`src/rtl/risc8_intc_pkg.sv`:
```
// risc8_intc_pkg
// Shared types and helpers for the risc8 vectored interrupt controller:
//   - COM register address map
//   - CTRL register bit positions
//   - return-LIFO entry layout (sized for the widest supported PC/channel)
//   - fixed-priority encoder (lowest set bit wins)
package risc8_intc_pkg;

    typedef enum logic [1:0] {
        INTC_MASK  = 2'd0,
        INTC_PEND  = 2'd1,
        INTC_CTRL  = 2'd2,
        INTC_CAUSE = 2'd3
    } intc_addr_t;

    localparam int CTRL_GIE     = 0;  // global interrupt enable, read/write
    localparam int CTRL_ERR_CLR = 1;  // write 1 clears err, reads 0
    localparam int CTRL_ERR     = 2;  // sticky LIFO-underflow flag, read-only

    // Entry fields are sized for the largest legal PCW/NCH. Instances with
    // narrower parameters zero-extend on push and truncate on read.
    localparam int ENTRY_PCW = 32;
    localparam int ENTRY_CHW = 8;

    typedef struct packed {
        logic [ENTRY_PCW-1:0] pc;  // PC to resume at after the handler
        logic [ENTRY_CHW-1:0] ch;  // channel whose handler is running
    } lifo_entry_t;

    // Index of the lowest set bit; 0 when no bit is set. Lower index means
    // higher priority, so scanning downward leaves the lowest index in r.
    function automatic int unsigned lowest_set(input logic [31:0] v);
        int unsigned r;
        r = 0;
        for (int i = 31; i >= 0; i--) begin
            if (v[i]) r = unsigned'(i);
        end
        return r;
    endfunction

endpackage

```
`src/rtl/risc8_intc_if.sv`:
```
// risc8_intc_if
// Bundles the controller's COM configuration bus, interrupt sources and
// core-side branch/return handshake.
//   master modport : the core / bus side (drives sources, COM, core_rdy, reti)
//   slave modport  : the interrupt controller
// Signals:
//   irq_src   sources, rising edge requests      cfg_we/addr/wdata  COM write
//   cfg_rdata COM read data (combinational)      core_rdy  at instruction boundary
//   pc_cur    resume PC if interrupted           reti      return-from-interrupt pulse
//   take      branch to vector this cycle        vector    handler PC
//   ret_pc    top-of-LIFO PC                     nest_lvl  LIFO depth
//   err       sticky reti-on-empty flag
interface risc8_intc_if #(
    parameter int NCH  = 8,
    parameter int WORD = 8,
    parameter int PCW  = 16,
    parameter int NEST = 4
) ();
    import risc8_intc_pkg::*;

    localparam int LW = $clog2(NEST + 1);

    logic [NCH-1:0]  irq_src;
    logic            cfg_we;
    intc_addr_t      cfg_addr;
    logic [WORD-1:0] cfg_wdata;
    logic [WORD-1:0] cfg_rdata;
    logic            core_rdy;
    logic [PCW-1:0]  pc_cur;
    logic            reti;
    logic            take;
    logic [PCW-1:0]  vector;
    logic [PCW-1:0]  ret_pc;
    logic [LW-1:0]   nest_lvl;
    logic            err;

    modport master (
        output irq_src, cfg_we, cfg_addr, cfg_wdata, core_rdy, pc_cur, reti,
        input  cfg_rdata, take, vector, ret_pc, nest_lvl, err
    );

    modport slave (
        input  irq_src, cfg_we, cfg_addr, cfg_wdata, core_rdy, pc_cur, reti,
        output cfg_rdata, take, vector, ret_pc, nest_lvl, err
    );

endinterface

```
`src/rtl/intc_lifo.sv`:
```
// intc_lifo
// Parametric LIFO holding the return context of interrupted code.
//   clk, rst : clock, asynchronous active-high reset (empties the stack)
//   push     : store wdata on top (ignored when full)
//   pop      : discard top entry (ignored when empty)
//   wdata    : entry to push
//   top      : current top entry, all zeros when empty
//   count    : number of stored entries
//   full     : count == DEPTH
//   empty    : count == 0
// The owner never pushes and pops in the same cycle; push takes precedence
// here only so the count logic stays well defined.
module intc_lifo #(
    parameter int DEPTH = 4,
    parameter int W     = 8
) (
    input  logic                       clk,
    input  logic                       rst,
    input  logic                       push,
    input  logic                       pop,
    input  logic [W-1:0]               wdata,
    output logic [W-1:0]               top,
    output logic [$clog2(DEPTH+1)-1:0] count,
    output logic                       full,
    output logic                       empty
);
    localparam int CW = $clog2(DEPTH + 1);
    localparam int AW = (DEPTH > 1) ? $clog2(DEPTH) : 1;

    logic [CW-1:0] cnt_q, cnt_d;
    logic [W-1:0]  mem_q [DEPTH];

    assign full  = (cnt_q == CW'(DEPTH));
    assign empty = (cnt_q == '0);
    assign count = cnt_q;

    // NOTE: every variable gets a default at the top of an always_comb so no
    // path leaves it unassigned, which would infer a latch.
    always_comb begin
        cnt_d = cnt_q;
        if (push && !full) begin
            cnt_d = cnt_q + CW'(1);
        end else if (pop && !empty) begin
            cnt_d = cnt_q - CW'(1);
        end
    end

    // NOTE: sequential state uses non-blocking assignments so every flop
    // samples the pre-edge values regardless of process order.
    always_ff @(posedge clk or posedge rst) begin
        if (rst) cnt_q <= '0;
        else     cnt_q <= cnt_d;
    end

    // NOTE: the storage array is deliberately not reset; only slots below
    // count are ever read, and clearing count is enough to empty the stack.
    always_ff @(posedge clk) begin
        if (push && !full) mem_q[AW'(cnt_q)] <= wdata;
    end

    assign top = empty ? '0 : mem_q[AW'(cnt_q - CW'(1))];

endmodule

```
`src/rtl/risc8_intc.sv`:
```
// risc8_intc
// Multi-channel vectored interrupt controller for the risc8 core.
// Latches rising edges on NCH sources into PEND, gates them with MASK and the
// priority of the running handler, and on an instruction boundary requests a
// branch to VBASE + ch*VSTRIDE while pushing the resume PC onto a return LIFO
// so higher-priority channels can nest.
// Ports:
//   clk, rst : clock, asynchronous active-high reset
//   bus      : risc8_intc_if slave (COM registers, sources, core handshake)
// Registers (cfg_addr):
//   0 MASK  r/w enable per channel
//   1 PEND  pending requests, write-1-to-clear (a same-cycle rise wins)
//   2 CTRL  bit0 GIE r/w, bit1 write-1 clears err, bit2 err (read-only)
//   3 CAUSE {valid, channel of running handler}, read-only
module risc8_intc
    import risc8_intc_pkg::*;
#(
    parameter int             NCH     = 8,
    parameter int             WORD    = 8,
    parameter int             PCW     = 16,
    parameter int             NEST    = 4,
    parameter logic [PCW-1:0] VBASE   = PCW'(16'h0010),
    parameter int             VSTRIDE = 4
) (
    input  logic         clk,
    input  logic         rst,
    risc8_intc_if.slave  bus
);
    localparam int CHW = (NCH > 1) ? $clog2(NCH) : 1;
    localparam int LW  = $clog2(NEST + 1);
    localparam int EW  = $bits(lifo_entry_t);

    logic [NCH-1:0] src_q, src_d;
    logic [NCH-1:0] pend_q, pend_d;
    logic [NCH-1:0] mask_q, mask_d;
    logic           gie_q, gie_d;
    logic           err_q, err_d;

    logic [NCH-1:0] rise, prio_ok, elig;
    logic [CHW-1:0] win, top_ch;
    logic           take, pop;
    logic           wr_mask, wr_pend, wr_ctrl;

    lifo_entry_t    push_e, top_e;
    logic [LW-1:0]  lvl;
    logic           full, empty;

    intc_lifo #(
        .DEPTH (NEST),
        .W     (EW)
    ) u_lifo (
        .clk   (clk),
        .rst   (rst),
        .push  (take),
        .pop   (pop),
        .wdata (push_e),
        .top   (top_e),
        .count (lvl),
        .full  (full),
        .empty (empty)
    );

    // Entry fields wider than this instance's PCW/NCH are never read back.
    logic unused_top;
    assign unused_top = ^top_e;

    assign top_ch = top_e.ch[CHW-1:0];
    assign rise   = bus.irq_src & ~src_q;

    // A running handler only admits strictly higher-priority (lower-index)
    // channels, so a channel can re-pend while active but never pre-empt itself.
    always_comb begin
        prio_ok = '0;
        for (int i = 0; i < NCH; i++) begin
            prio_ok[i] = empty || (i < int'(top_ch));
        end
    end

    assign elig = pend_q & mask_q & prio_ok;
    assign win  = CHW'(lowest_set(32'(elig)));

    // reti has priority over take; a blocked take simply retries next cycle
    // because its PEND bit is still set.
    assign take = gie_q && bus.core_rdy && (|elig) && !full && !bus.reti;
    assign pop  = bus.reti && !empty;

    assign push_e = '{pc: ENTRY_PCW'(bus.pc_cur), ch: ENTRY_CHW'(win)};

    assign wr_mask = bus.cfg_we && (bus.cfg_addr == INTC_MASK);
    assign wr_pend = bus.cfg_we && (bus.cfg_addr == INTC_PEND);
    assign wr_ctrl = bus.cfg_we && (bus.cfg_addr == INTC_CTRL);

    always_comb begin
        src_d  = bus.irq_src;
        mask_d = mask_q;
        pend_d = pend_q;
        gie_d  = gie_q;
        err_d  = err_q;

        if (wr_mask) mask_d = bus.cfg_wdata[NCH-1:0];

        // Clears are applied first and the new rises ORed in last, so a rise
        // that coincides with a W1C or with the take of that channel survives.
        if (wr_pend) pend_d = pend_d & ~bus.cfg_wdata[NCH-1:0];
        if (take)    pend_d[win] = 1'b0;
        pend_d = pend_d | rise;

        if (wr_ctrl) begin
            gie_d = bus.cfg_wdata[CTRL_GIE];
            if (bus.cfg_wdata[CTRL_ERR_CLR]) err_d = 1'b0;
        end
        if (bus.reti && empty) err_d = 1'b1;
    end

    always_ff @(posedge clk or posedge rst) begin
        if (rst) begin
            src_q  <= '0;
            pend_q <= '0;
            mask_q <= '0;
            gie_q  <= 1'b0;
            err_q  <= 1'b0;
        end else begin
            src_q  <= src_d;
            pend_q <= pend_d;
            mask_q <= mask_d;
            gie_q  <= gie_d;
            err_q  <= err_d;
        end
    end

    always_comb begin
        bus.cfg_rdata = '0;
        case (bus.cfg_addr)
            INTC_MASK:  bus.cfg_rdata = WORD'(mask_q);
            INTC_PEND:  bus.cfg_rdata = WORD'(pend_q);
            INTC_CTRL: begin
                bus.cfg_rdata[CTRL_GIE] = gie_q;
                bus.cfg_rdata[CTRL_ERR] = err_q;
            end
            INTC_CAUSE: bus.cfg_rdata = WORD'({!empty, top_ch});
            default:    bus.cfg_rdata = '0;
        endcase
    end

    // With no eligible channel win is 0, so the idle vector is VBASE.
    assign bus.vector   = VBASE + PCW'(win) * PCW'(VSTRIDE);
    assign bus.take     = take;
    assign bus.ret_pc   = top_e.pc[PCW-1:0];
    assign bus.nest_lvl = lvl;
    assign bus.err      = err_q;

endmodule

```
`src/flat_wrapper.sv`:
```
// flat-port wrapper written by rule: the top's interface ports become plain ports
module risc8_intc_flat import risc8_intc_pkg::*;
#(
    parameter int             NCH     = 8,
    parameter int             WORD    = 8,
    parameter int             PCW     = 16,
    parameter int             NEST    = 4,
    parameter logic [PCW-1:0] VBASE   = PCW'(16'h0010),
    parameter int             VSTRIDE = 4
)
  (clk, rst, bus_irq_src, bus_cfg_we, bus_cfg_addr, bus_cfg_wdata, bus_core_rdy, bus_pc_cur, bus_reti, bus_cfg_rdata, bus_take, bus_vector, bus_ret_pc, bus_nest_lvl, bus_err);
  risc8_intc_if #(.NCH(NCH), .WORD(WORD), .PCW(PCW), .NEST(NEST)) bus_i ();
  input  logic clk;
  input  logic rst;
  input wire logic [$bits(bus_i.irq_src)-1:0] bus_irq_src;
  input wire logic [$bits(bus_i.cfg_we)-1:0] bus_cfg_we;
  input wire logic [$bits(bus_i.cfg_addr)-1:0] bus_cfg_addr;
  input wire logic [$bits(bus_i.cfg_wdata)-1:0] bus_cfg_wdata;
  input wire logic [$bits(bus_i.core_rdy)-1:0] bus_core_rdy;
  input wire logic [$bits(bus_i.pc_cur)-1:0] bus_pc_cur;
  input wire logic [$bits(bus_i.reti)-1:0] bus_reti;
  output wire logic [$bits(bus_i.cfg_rdata)-1:0] bus_cfg_rdata;
  output wire logic [$bits(bus_i.take)-1:0] bus_take;
  output wire logic [$bits(bus_i.vector)-1:0] bus_vector;
  output wire logic [$bits(bus_i.ret_pc)-1:0] bus_ret_pc;
  output wire logic [$bits(bus_i.nest_lvl)-1:0] bus_nest_lvl;
  output wire logic [$bits(bus_i.err)-1:0] bus_err;
  assign bus_i.irq_src = bus_irq_src;
  assign bus_i.cfg_we = bus_cfg_we;
  assign bus_i.cfg_addr = bus_cfg_addr;
  assign bus_i.cfg_wdata = bus_cfg_wdata;
  assign bus_i.core_rdy = bus_core_rdy;
  assign bus_i.pc_cur = bus_pc_cur;
  assign bus_i.reti = bus_reti;
  assign bus_cfg_rdata = bus_i.cfg_rdata;
  assign bus_take = bus_i.take;
  assign bus_vector = bus_i.vector;
  assign bus_ret_pc = bus_i.ret_pc;
  assign bus_nest_lvl = bus_i.nest_lvl;
  assign bus_err = bus_i.err;
  risc8_intc #(.NCH(NCH), .WORD(WORD), .PCW(PCW), .NEST(NEST), .VBASE(VBASE), .VSTRIDE(VSTRIDE)) u_core (.clk(clk), .rst(rst), .bus(bus_i));
endmodule
```
`config.mk`:
```
export PLATFORM = sky130hd
export DESIGN_NAME = risc8_intc_flat
export DESIGN_NICKNAME = d
export VERILOG_FILES = /design/src/rtl/risc8_intc_pkg.sv /design/src/rtl/risc8_intc_if.sv /design/src/rtl/intc_lifo.sv /design/src/rtl/risc8_intc.sv /design/src/flat_wrapper.sv
export SDC_FILE = /design/constraint.sdc
export NUM_CORES = 1
export LEC_CHECK = 0
export CORE_MARGIN = 8
export CORE_UTILIZATION = 33
export DETAILED_ROUTE_END_ITERATION = 8
export GPL_ROUTABILITY_DRIVEN = 0
export GPL_TIMING_DRIVEN = 0
export PLACE_DENSITY = 0.55
export SLEW_MARGIN = 10
export SYNTH_ARGS = -nofsm -noshare
export SYNTH_HDL_FRONTEND = slang
export SYNTH_SLANG_ARGS = --single-unit
```
`constraint.sdc`:
```
create_clock -name clk -period 6.9 [get_ports clk]
set_clock_uncertainty 0.05 [all_clocks]
set_input_delay 1.725 -clock clk [delete_from_list [all_inputs] [get_ports clk]]
set_output_delay 1.725 -clock clk [all_outputs]
set_load 0.02 [all_outputs]
```
=== After elaboration in Yosys (flattened, before gate mapping) ===
Memories as Yosys holds them, arrays and structs flattened.
Index checks and enable logic that the tools add are counted.

* Register bits after elaboration: 29
* Bits in latches: 0
* RAM bits: 76
* Memory bits (read-only): 0
* Output and inout port bits: 45
* Memories: 1

* Add/sub/neg operators: 3
* Multiply operators: 0
* Divide/modulo/power cells: 0
* $lt $le $gt $ge: 9
* Equal/unequal tests: 4
* Shifts and indexed selects: 0
* Muxes and demuxes: 24
* Bitwise operators: 9
* Reduce and logical (&&, ||, !) cells: 29

{| class="wikitable"
|+ Memories
! name !! depth !! bits a word !! read ports !! clocked after Yosys merged registers in !! wr ports !! RTL line !! source
|-
| u_core.u_lifo.mem_q || 4 || 19 || 1 || 0 || 1 || intc_lifo.sv:31 || <nowiki>logic [W-1:0] mem_q [DEPTH];</nowiki>
|}

{| class="wikitable"
|+ Operators with widths
! kind !! number
|-
| bitwise AND 8 bit || 5
|-
| 2-to-1 mux 3 bit || 10
|-
| 2-to-1 mux 24 bit || 1
|-
| NOT 8 bit || 3
|-
| 2-to-1 mux 8 bit || 2
|-
| case mux 5 bit (3 select lines) || 1
|-
| logical AND 1 bit || 12
|-
| < comparator 3 bit (first input constant) || 3
|-
| bitwise OR 8 bit || 1
|-
| case mux 1 bit (4 select lines) || 2
|-
| OR reduction 8 bit || 1
|-
| logical OR 1 bit || 7
|-
| adder 5 x 5 -> 6 bit (first input constant) || 1
|-
| < comparator 1 x 3 -> 1 bit (first input constant) || 2
|-
| < comparator 2 x 3 -> 1 bit (first input constant) || 2
|-
| 2-to-1 mux 1 bit || 6
|-
| nonzero test 2 bit || 3
|-
| == test 2 bit (second input constant) || 2
|-
| < comparator 3 x 4 -> 1 bit (second input constant) || 1
|-
| adder 3 x 1 -> 3 bit (second input constant) || 1
|-
| demux 1 bit (select 3 bit) || 1
|-
| == test 3 bit (second input constant) || 1
|-
| greater-or-equal comparator 3 x 1 -> 1 bit (second input constant) || 1
|-
| zero test 1 bit || 3
|-
| other kinds (6) || 6
|}

=== Logic depth before layout (Yosys ltp) ===
Gate-level depths: netlist of the first run.
An unclocked memory read counts as a cell.

* Depth in word-level cells: 22
* Mapped depth: 13
* Mapped depth without buffers: 9

=== By module ===
Synthesis of the first run repeated with hierarchy kept, for this count alone.

* Cell total of the unflattened synthesis: 441
* Area total of the unflattened synthesis: 7887.6 µm²

{| class="wikitable"
|+ Modules (own cells, without submodules)
! module !! instances !! cells an instance !! area an instance (µm²) !! sequential area each (µm²)
|-
| intc_lifo || 1 || 286 || 6333.6 || 4879.7
|-
| risc8_intc || 1 || 155 || 1554.0 || 650.6
|}

=== Worst setup path before layout of the first run ===
Ideal clock, no wire load.

* Kind: register to output
* Start point: register u_core.u_lifo.cnt_q[0] (netlist: u_core.u_lifo.count[0])
* End point: output bus_vector[3]
* Data arrival time: 3.510 ns
* Required time: 5.125 ns
* Slack: 1.615 ns
* Cell stages (with the launch flop): 12
* Path buffers: 4
* Cells stage by stage: dfrtp_1 > buf_6 > buf_2 > clkbuf_1 > inv_1 > ha_1 > clkbuf_1 > mux4_2 > or2_1 > nor2_2 > o21ai_1 > a21oi_1

* Word-level cells in the longest chain between the ends: 14

{| class="wikitable"
|+ Ends and longest elaborated chain
! element !! RTL line !! source
|-
| from (decl) || intc_lifo.sv:30 || <nowiki>logic [CW-1:0] cnt_q, cnt_d;</nowiki>
|-
| from (signal assigned) || intc_lifo.sv:52 || <nowiki>else cnt_q <= cnt_d;</nowiki>
|-
| subtractor 3 x 1 -> 3 bit || intc_lifo.sv:61 || <nowiki>assign top = empty ? '0 : mem_q[AW'(cnt_q - CW'(1))];</nowiki>
|-
| memory (4 x 19 bit) || n/a ||
|-
| 2-to-1 mux 24 bit || intc_lifo.sv:61 ||
|-
| < comparator 3 bit || risc8_intc.sv:75 || <nowiki>prio_ok[i] = empty || (i < int'(top_ch));</nowiki>
|-
| logical OR 1 bit || risc8_intc.sv:75 ||
|-
| bitwise AND 8 bit (*) || risc8_intc.sv:79 || <nowiki>assign elig = pend_q & mask_q & prio_ok;</nowiki>
|-
| 2-to-1 mux 3 bit (6 in series) || risc8_intc_pkg.sv:36 || <nowiki>if (v[i]) r = unsigned'(i);</nowiki>
|-
| 2-to-1 mux 3 bit (*) || risc8_intc_pkg.sv:36 ||
|-
| adder 5 x 5 -> 6 bit (*) || risc8_intc.sv:146 || <nowiki>assign bus.vector = VBASE + PCW'(win) * PCW'(VSTRIDE);</nowiki>
|-
| to (decl) || flat_wrapper.sv:24 || <nowiki>output wire logic [$bits(bus_i.vector)-1:0] bus_vector;</nowiki>
|}

Every way passes the cells marked *; elsewhere a longest branch is shown, timed or not.

=== Worst setup path after layout of the first run ===
Ends and elaborated chain as after synthesis.

==> results of run 1 <==
[cell type report]
type	instances	area (um^2)
fillers	1257	7930
flip-flops and latches	105	3010
multi-input cells	186	1580
repair buffers	71	716
clock buffers	11	233
well taps	180	225
plain buffers	24	146
inverters	15	56.3
clock inverters	5	46.3
[logic make-up (layout without fill, tap and decap cells)]
kind of cell             Yosys count  after routing  share of synthesized area
flip-flops                       105            105                      0.635
AND/OR/NAND/NOR                   88             88                      0.101
AO/OA/AOI/OAI                     41             41                     0.0655
buffers and inverters             39            126                     0.0423
multiplexers                      38             38                      0.138
adder cells (fa/ha/maj)            6              6                     0.0156
other                              1             12                   0.000792
XOR/XNOR                           1              1                    0.00185
[registers in the layout, summed over array words and instances (netlist names)]
register,count
u_core.u_lifo.mem_q,76
u_core.mask_q,8
u_core.pend_q,8
u_core.src_q,8
u_core.u_lifo.count,3
u_core.bus.err,1
u_core.gie_q,1
[power by group through the flow]
stage                     Clock, uW  Combinational, uW  Sequential, uW
after floorplan                   0                777             819
after global placement            0               1250             815
after detailed placement          0               1260             817
after CTS                       497               1270             804
after global routing            521               1350             812
final                           481               1240             804
[worst paths after layout]
path                       cells after the start                         to
hold reg to reg                                1           u_core.pend_q[4]
min in group asynchronous                      2           u_core.pend_q[1]
max in group asynchronous                      2           u_core.mask_q[6]
hold / removal                                 1           u_core.pend_q[4]
setup / recovery                              12              bus_vector[3]
setup reg to reg                              12  u_core.u_lifo.mem_q[0][4]
[through the flow]
step	instance area (um^2)	worst slack [ps]	util	power (uW)	hold WS [ps]
after floorplan	4780	1620	-	1600	350
after global placement	5700	272	0.409	2070	365
after detailed placement	5720	171	0.411	2080	363
after CTS	6000	106	0.431	2570	379
after global routing	6010	69.6	0.431	2680	405
final	6010	497	0.431	2530	379
[what timing repair did]
item                                    CTS  global route
gates cloned                              0             0
setup buffers                             0             0
endpoints found under the setup margin   12             3
gates resized for setup                   1             2
[cells in the final DEF (no fill, tap or decap), drive strengths merged, types with 2 or more instances in the layout]
cell type / n
o211ai: 3
nand4: 3
mux4: 21
a211oi: 4
nand3: 5
nor3b: 2
o21ai: 8
nand2: 28
a21oi: 5
nor3: 2
clkdlybuf4s50: 70
nor4: 3
and3: 3
a22oi: 2
clkinv: 3
dfrtp: 29
edfxtp: 76
nor2: 9
mux2i: 7
buf: 16
o2111ai: 2
conb: 12
and2: 23
inv: 17
mux2: 10
clkbuf: 20
nor4b: 2
nand4b: 2
o22ai: 7
ha: 5
[cell usage after synthesis (all sizes together), types with 2 or more instances]
library cell   n  share of area
a211oi         4         0.0063
a21oi          5         0.0069
a22oi          2         0.0032
and2          23          0.030
and3           3         0.0040
buf           15          0.023
clkbuf         9         0.0071
dfrtp         29           0.15
edfxtp        76           0.48
ha             5          0.013
inv           15          0.012
mux2          10          0.024
mux2i          7          0.015
mux4          21           0.10
nand2         28          0.023
nand3          5         0.0053
nand4          3         0.0040
nand4b         2         0.0037
nor2           9         0.0077
nor3           2         0.0021
nor3b          2         0.0032
nor4           3         0.0040
nor4b          2         0.0037
o2111ai        2         0.0037
o211ai         3         0.0048
o21ai          8         0.0092
o22ai          7         0.0092
[layer usage]
metal  track usage  share of wire  vias to the layer above
met5             0              0                        -
met4        0.0370          0.012                        0
met3        0.0432          0.062                        9
met2         0.192           0.47                       70
met1         0.159           0.45                     1471
li1              -              -                     1371
==> flow_metrics.tcl, run 1 <==
set metrics [dict create \
    period_needed_ps 6400 \
    fmax_mhz 156 \
    finalSetupTns_ps 0 \
    start_kind "flip-flop" \
    route.antenna.remaining_nets 0 \
    clock-sinks 105 \
    post_synthesis_cell_area_um2 4740 \
    design.die.area_um2 18400 \
    critical_path.n_buffers_inverters 6 \
    antenna_cells 0 \
    die_w_um 136 \
    report.final.hold_viol_count 0 \
    worst_setup_hold_path_clk_slew_ps 70 \
    cts-root-to-sink-buffers 2 \
    critPathCaptureType "output pin" \
    detailedRoute.firstIterationViolations 211 \
    cts_hold_buf 0 \
    cp.arrival_ps 4630 \
    setup_repair_after_global_routing_missed_its_margin "no" \
    crit_path_max_incr_delay_ps 710 \
    cellLeakagePower_uw 0.00218 \
    grt_start_max_net_pins 30 \
    min-delay-path-class "flip-flop to flip-flop" \
    seq_power_share 0.318 \
    combinationalPowerShare 0.492 \
    track_usage 0.124 \
    power_per_cell_area_nw_per_um2 421 \
    synth_enable_flop_cells 76 \
    slew-limit-headroom 0.275 \
    drive_gt1_frac 0.180 \
    worst_skew_pair.late_latency_ps 350 \
    synthArstFlopShare 0.276 \
    cts-buffers-inserted 9 \
    status "finished clean" \
    finish.cell_count_without_fillers 597 \
    timing.critical_path.slowest_stage_cell "sky130_fd_sc_hd__clkdlybuf4s50_1" \
    nNetsFinal 456 \
    dr.pass1.iters 4 \
    net_switching_component_of_the_power_uw 941 \
    port_buffers 70 \
    post_drt_via_cell_ratio 4.89 \
    timing_worst_setup_path_type "flip-flop to output pin" \
    post_synth.cell_area_avg_um2 14.8 \
    timing.final.max_slew_violations 0 \
    postSynth.topFlopCell "sky130_fd_sc_hd__edfxtp_1" \
    cellInternalPower_uw 1590 \
    wire_length_of_the_first_global_routing_pass_mm 17.3 \
    cap_violations 0 \
    global_route.overflow_total 0 \
    drt_wl_total_mm 10.9 \
    cell_chain_of_the_critical_path "buf_6, buf_2, clkbuf_2, inv_1, ha_1, clkbuf_1, mux4_2, or2_1, nor2_2, o21ai_1, a21oi_1, clkdlybuf4s50_1" \
    pwr-share-clk 0.190 \
    cts.root.buffer_cell "sky130_fd_sc_hd__clkbuf_16" \
    placed_instance_count 581 \
    final_min_period_over_clock_period 0.928 \
    worstPathRequired_ps 5120 \
    crit_path_max_fanout 10 \
    die_y_um 136 \
    synth_seq_cells 105 \
    area_added_between_synthesis_and_finish_pct 26.8 \
    std_cell_rows 43 \
    postSynthCellCount 319 \
    launching_instance_or_port_of_the_critical_path "u_core.u_lifo.count[0]" \
    detailroute.via_count 2921 \
    dp_hpwl_mm 7.84 \
    grt_antenna_before_repair 0 \
    worstMarginPinSlew_ps 1080 \
    cts_tree "done" \
    effective_utilization_at_floorplan 0.340 \
    critical_path.reg2reg.startpoint "u_core.u_lifo.count[0]" \
    standard_cell_core_area_um2 13900 \
    sequential_area_share_after_synthesis 0.635 \
    vdd.ir_drop.worst_mv 0.298 \
    drc 0 \
    power_switching_share 0.372 \
    holdCritStartpoint "u_core.src_q[4]" \
    grt_pass1_vias 3070 \
    num_io_pins 84 \
    routed_wire_length_per_instance_um 18.2 \
    synthDistinctLibCells 55 \
    yosysWarningCount 0 \
    h-tree-depth 3 \
    timing.critical_path.max_delay_family "buffers and inverters" \
    setup.reg_to_reg.worst_slack_ps 2350 \
    setup_viol_count_final 0 \
]
Power figures use the tool's default switching activity.
==> run 2: changes to the inputs <==
--- a/config.mk
+++ b/config.mk
@@ -5,7 +5,7 @@
 export SDC_FILE = /design/constraint.sdc
 export NUM_CORES = 1
 export LEC_CHECK = 0
-export CORE_MARGIN = 8
+export CORE_MARGIN = 5
 export CORE_UTILIZATION = 33
 export DETAILED_ROUTE_END_ITERATION = 8
 export GPL_ROUTABILITY_DRIVEN = 0
==> flow_metrics.tcl, run 2 (same netlist as run 1, synthesis figures left out) <==
set metrics [dict create \
    route.antenna.remaining_nets 0 \
    global_route.overflow_total 0 \
    drt_wl_total_mm 10.4 \
    crit_path_max_fanout 10 \
    worstMarginPinSlew_ps 1080 \
    post_drt_via_cell_ratio 4.83 \
    worstPathRequired_ps 5120 \
    dr.pass1.iters 4 \
    timing_worst_setup_path_type "flip-flop to output pin" \
    port_buffers 70 \
    most_common_library_cell_in_the_layout_ignoring_fill_and_taps "sky130_fd_sc_hd__edfxtp_1" \
    period_needed_ps 6390 \
    fmax_mhz 156 \
    routed_wire_length_per_instance_um 17.3 \
    area_added_between_synthesis_and_finish_pct 27.5 \
    setup.reg_to_reg.worst_slack_ps 2290 \
    std_cell_rows 43 \
    power_per_cell_area_nw_per_um2 423 \
    die_y_um 130 \
    launching_instance_or_port_of_the_critical_path "u_core.u_lifo.count[0]" \
    worst_setup_hold_path_clk_slew_ps 70 \
    cts-root-to-sink-buffers 2 \
    cellLeakagePower_uw 0.00220 \
    status "finished clean" \
    min_path_cells 1 \
    dp_hpwl_mm 7.34 \
    setup_repair_after_global_routing_missed_its_margin "no" \
    filler_cell_count 1308 \
    cp.arrival_ps 4620 \
    wire_length_of_the_first_global_routing_pass_mm 15.8 \
    finalSetupTns_ps 0 \
    final.hold.worst_slack_ps 380 \
    drive_gt1_frac 0.185 \
    critical_path.reg2reg.startpoint "u_core.u_lifo.count[0]" \
    design.die.area_um2 16900 \
    largest_reg_flops 76 \
    h-tree-depth 3 \
    finish.utilization 0.432 \
    report.final.hold_viol_count 0 \
    vdd.ir_drop.worst_mv 0.153 \
    num_io_pins 84 \
    cts.root.buffer_cell "sky130_fd_sc_hd__clkbuf_16" \
    multiInputGateArea_um2 1580 \
    post-cts-setup-buffers 0 \
    endpoint_of_the_worst_slack_reg_to_reg_timing_path "u_core.u_lifo.mem_q[1][1]" \
    largest_register "u_core.u_lifo.mem_q" \
    min-delay-path-class "flip-flop to flip-flop" \
    track_usage 0.125 \
    clock-sinks 105 \
    cap_violations 0 \
    worstSetupPathDepth 12 \
    register_area_um2 3010 \
    grt_antenna_before_repair 0 \
    timing.final.max_slew_violations 0 \
    worstRegToRegCells 13 \
    final_min_period_over_clock_period 0.926 \
    timing.critical_path.slowest_stage_cell "sky130_fd_sc_hd__clkdlybuf4s50_1" \
    detailroute.via_count 2885 \
    endpoint_of_the_worst_hold_path "u_core.pend_q[2]" \
    slew-limit-headroom 0.280 \
    cell_chain_of_the_critical_path "buf_6, buf_2, clkbuf_2, inv_1, ha_1, clkbuf_1, mux4_2, or2_1, nor2_2, o21ai_1, a21oi_1, clkdlybuf4s50_1" \
    worst_skew_pair.late_latency_ps 340 \
    drc 0 \
    grt_start_max_net_pins 30 \
    detailedRoute.firstIterationViolations 78 \
    standard_cell_core_area_um2 14000 \
    die_w_um 130 \
    setup_viol_count_final 0 \
    grt_pass1_vias 2978 \
    critical_path.n_buffers_inverters 6 \
    cts_tree "done" \
    timing.critical_path.max_delay_family "buffers and inverters" \
    nNetsFinal 456 \
    start_kind "flip-flop" \
    critPathCaptureType "output pin" \
    holdCritStartpoint "u_core.src_q[2]" \
    antenna_cells 0 \
    effective_utilization_at_floorplan 0.339 \
    crit_path_max_incr_delay_ps 690 \
    cts-buffers-inserted 9 \
    final_cell_mix "sky130_fd_sc_hd__edfxtp_1 (76), sky130_fd_sc_hd__clkdlybuf4s50_1 (70), sky130_fd_sc_hd__dfrtp_1 (29)" \
]
-- run 2: worst reg2reg max path: cells and delay by family, from the launching register on --
family	cells	cell delay, ps
buffers and inverters	6	1460
AND/OR/NAND/NOR	2	960
multiplexers	1	380
AO/OA/AOI/OAI	3	630
flip-flops	1	440
adder cells (fa/ha/maj)	1	300
-- run 2: per-stage QoR --
step / cells / power, uW / setup slack [ps] / instance area (um^2)
floorplan: 330 / 1600 / 1620 / 4780
global placement: 580 / 2060 / 204 / 5700
detailed placement: 581 / 2060 / 246 / 5720
CTS: 597 / 2590 / 187 / 6030
global route: 597 / 2690 / 88.7 / 6040
finish: 597 / 2550 / 510 / 6040
-- run 2: repair_timing --
action / 4_1_cts / 5_1_grt
setup endpoints to repair: 12 / 3
gates resized for setup: 1 / 2
hold buffers: 0 / 0
-- run 2: power breakdown --
| part | total, uW | switching, uW | internal, uW | leakage, uW |
|---|---|---|---|---|
| clock | 524 | 233 | 290 | 0.000152 |
| combinational | 1230 | 652 | 573 | 0.00104 |
| sequential | 804 | 42.3 | 761 | 0.00101 |
| total | 2550 | 928 | 1620 | 0.00220 |
-- run 2: worst max path at each step --
stage | to | slack, ps
floorplan | bus_vector[3] | 1620
global placement | bus_vector[3] | 200
detailed placement | bus_vector[3] | 250
CTS | bus_vector[3] | 190
global route | bus_vector[3] | 90
finish | bus_vector[3] | 510
-- run 2: final cells by class --
type | count | share of cell area
multi-input combinational | 186 | 0.261
buffer | 24 | 0.0242
clock buffer | 10 | 0.0379
sequential | 105 | 0.498
inverter | 15 | 0.00932
clock inverter | 6 | 0.0139
timing repair buffer | 71 | 0.118
tap | 180 | 0.0373
-- run 2: metal layers --
metal,up-vias,GRT usage,routed length [um],part of all wire
met5,-,0,0,0
met4,0,0.0348,96,0.0093
met3,5,0.0282,472,0.046
met2,56,0.210,5180,0.50
met1,1444,0.163,4610,0.45
li1,1380,-,-,-
==> run 3: changes to the inputs <==
--- a/config.mk
+++ b/config.mk
@@ -11,6 +11,7 @@
 export GPL_ROUTABILITY_DRIVEN = 0
 export GPL_TIMING_DRIVEN = 0
 export PLACE_DENSITY = 0.55
+export SETUP_SLACK_MARGIN = 0.15
 export SLEW_MARGIN = 10
 export SYNTH_ARGS = -nofsm -noshare
 export SYNTH_HDL_FRONTEND = slang
==> flow_metrics.tcl, run 3 (same netlist as run 1, synthesis figures left out) <==
set metrics [dict create \
    fmax_mhz 159 \
    status "finished clean" \
    drive_gt1_frac 0.185 \
    drt_wl_total_mm 10.4 \
    num_io_pins 84 \
    p_total_uw 2550 \
    grt_start_max_net_pins 30 \
    antenna_cells 0 \
    filler_cell_count 1307 \
    cp.arrival_ps 4520 \
    start_kind "flip-flop" \
    postCtsResizedCells 1 \
    effective_utilization_at_floorplan 0.339 \
    finish.utilization 0.432 \
    finalSetupTns_ps 0 \
    area_of_placed_instances_um2 5720 \
    worstPathRequired_ps 5120 \
    design.die.area_um2 16900 \
    route.antenna.remaining_nets 0 \
    design_area_final_um2 6040 \
    timing_worst_setup_path_type "flip-flop to output pin" \
    cts-root-to-sink-buffers 2 \
    die_w_um 130 \
    area_added_between_synthesis_and_finish_pct 27.5 \
    final_cell_mix "sky130_fd_sc_hd__edfxtp_1 (76), sky130_fd_sc_hd__clkdlybuf4s50_1 (70), sky130_fd_sc_hd__dfrtp_1 (29)" \
    setup_viol_count_final 0 \
    largest_reg_flops 76 \
    critPathCaptureType "output pin" \
    timing.final.max_slew_violations 0 \
    nNetsFinal 456 \
    report.final.hold_viol_count 0 \
    detailroute.via_count 2885 \
    clock-sinks 105 \
    power_per_cell_area_nw_per_um2 423 \
    track_usage 0.125 \
    dr.pass1.iters 4 \
    detailedRoute.firstIterationViolations 78 \
    period_needed_ps 6290 \
    cts-buffers-inserted 9 \
    die_y_um 130 \
    vdd.ir_drop.worst_mv 0.153 \
    multiInputGateArea_um2 1580 \
    slew-limit-headroom 0.280 \
    grt_pass1_vias 2978 \
    worstMarginPinSlew_ps 1080 \
    port_buffers 70 \
    min-delay-path-class "flip-flop to flip-flop" \
    timing.critical_path.slowest_stage_cell "sky130_fd_sc_hd__clkdlybuf4s50_1" \
    register_area_um2 3010 \
    cts.root.buffer_cell "sky130_fd_sc_hd__clkbuf_16" \
    cellLeakagePower_uw 0.00220 \
    worst_skew_pair.late_latency_ps 340 \
    worst_setup_hold_path_clk_slew_ps 70 \
    cts_hold_buf 0 \
    crit_path_max_fanout 10 \
    std_cell_rows 43 \
    setup_repair_after_global_routing_missed_its_margin "no" \
    crit_path_max_incr_delay_ps 690 \
    wire_length_of_the_first_global_routing_pass_mm 15.8 \
    global_route.overflow_total 0 \
    drc 0 \
    dp_hpwl_mm 7.34 \
    h-tree-depth 3 \
    grt_antenna_before_repair 0 \
    post_drt_via_cell_ratio 4.83 \
    largest_register "u_core.u_lifo.mem_q" \
    cts_tree "done" \
    standard_cell_core_area_um2 14000 \
    routed_wire_length_per_instance_um 17.3 \
    cap_violations 0 \
    most_common_library_cell_in_the_layout_ignoring_fill_and_taps "sky130_fd_sc_hd__edfxtp_1" \
    final_min_period_over_clock_period 0.912 \
    cell_chain_of_the_critical_path "buf_6, buf_2, clkbuf_4, inv_1, ha_1, clkbuf_1, mux4_2, or2_1, nor2_2, o21ai_1, a21oi_1, clkdlybuf4s50_1" \
    timing.critical_path.max_delay_family "buffers and inverters" \
    post-cts-setup-buffers 0 \
    critical_path.n_buffers_inverters 6 \
]
[run 3: where the power goes]
part           internal, uW  leakage [uW]  switching (uW)
Clock                   290      0.000152             233
Sequential              761       0.00101            42.3
Combinational           574       0.00104             652
[run 3: cell type report]
cell class	instances	share of cell area
Buffer	24	0.0246
Inverter	15	0.00932
Sequential cell	105	0.498
Tap cell	180	0.0373
Timing Repair Buffer	71	0.118
Clock inverter	6	0.0139
Multi-Input combinational cell	186	0.261
Clock buffer	10	0.0379
[run 3: worst paths after layout]
check	start	to	slack, ps	depth (start not counted)
worst max-delay path	u_core.u_lifo.count[0]	bus_vector[3]	610	12
worst max register to register	u_core.u_lifo.count[0]	u_core.u_lifo.mem_q[1][1]	2380	13
min in group asynchronous	rst	u_core.bus.err	1740	2
worst min register to register	u_core.src_q[2]	u_core.pend_q[2]	380	1
max in group asynchronous	rst	u_core.pend_q[1]	4630	2
worst min-delay path	u_core.src_q[2]	u_core.pend_q[2]	380	1
[run 3: metrics by stage]
step,cells,setup WS [ps],hold WS (ps)
floorplan,330,1620,350
finish,597,607,380
detailed placement,581,246,371
CTS,597,187,386
global placement,580,204,363
global route,597,216,396
[run 3: routing by layer]
metal	wire, um	vias up	track usage
li1	-	1380	-
met1	4610	1438	0.163
met2	5170	60	0.210
met3	475	7	0.0282
met4	102	0	0.0348
met5	0	-	0
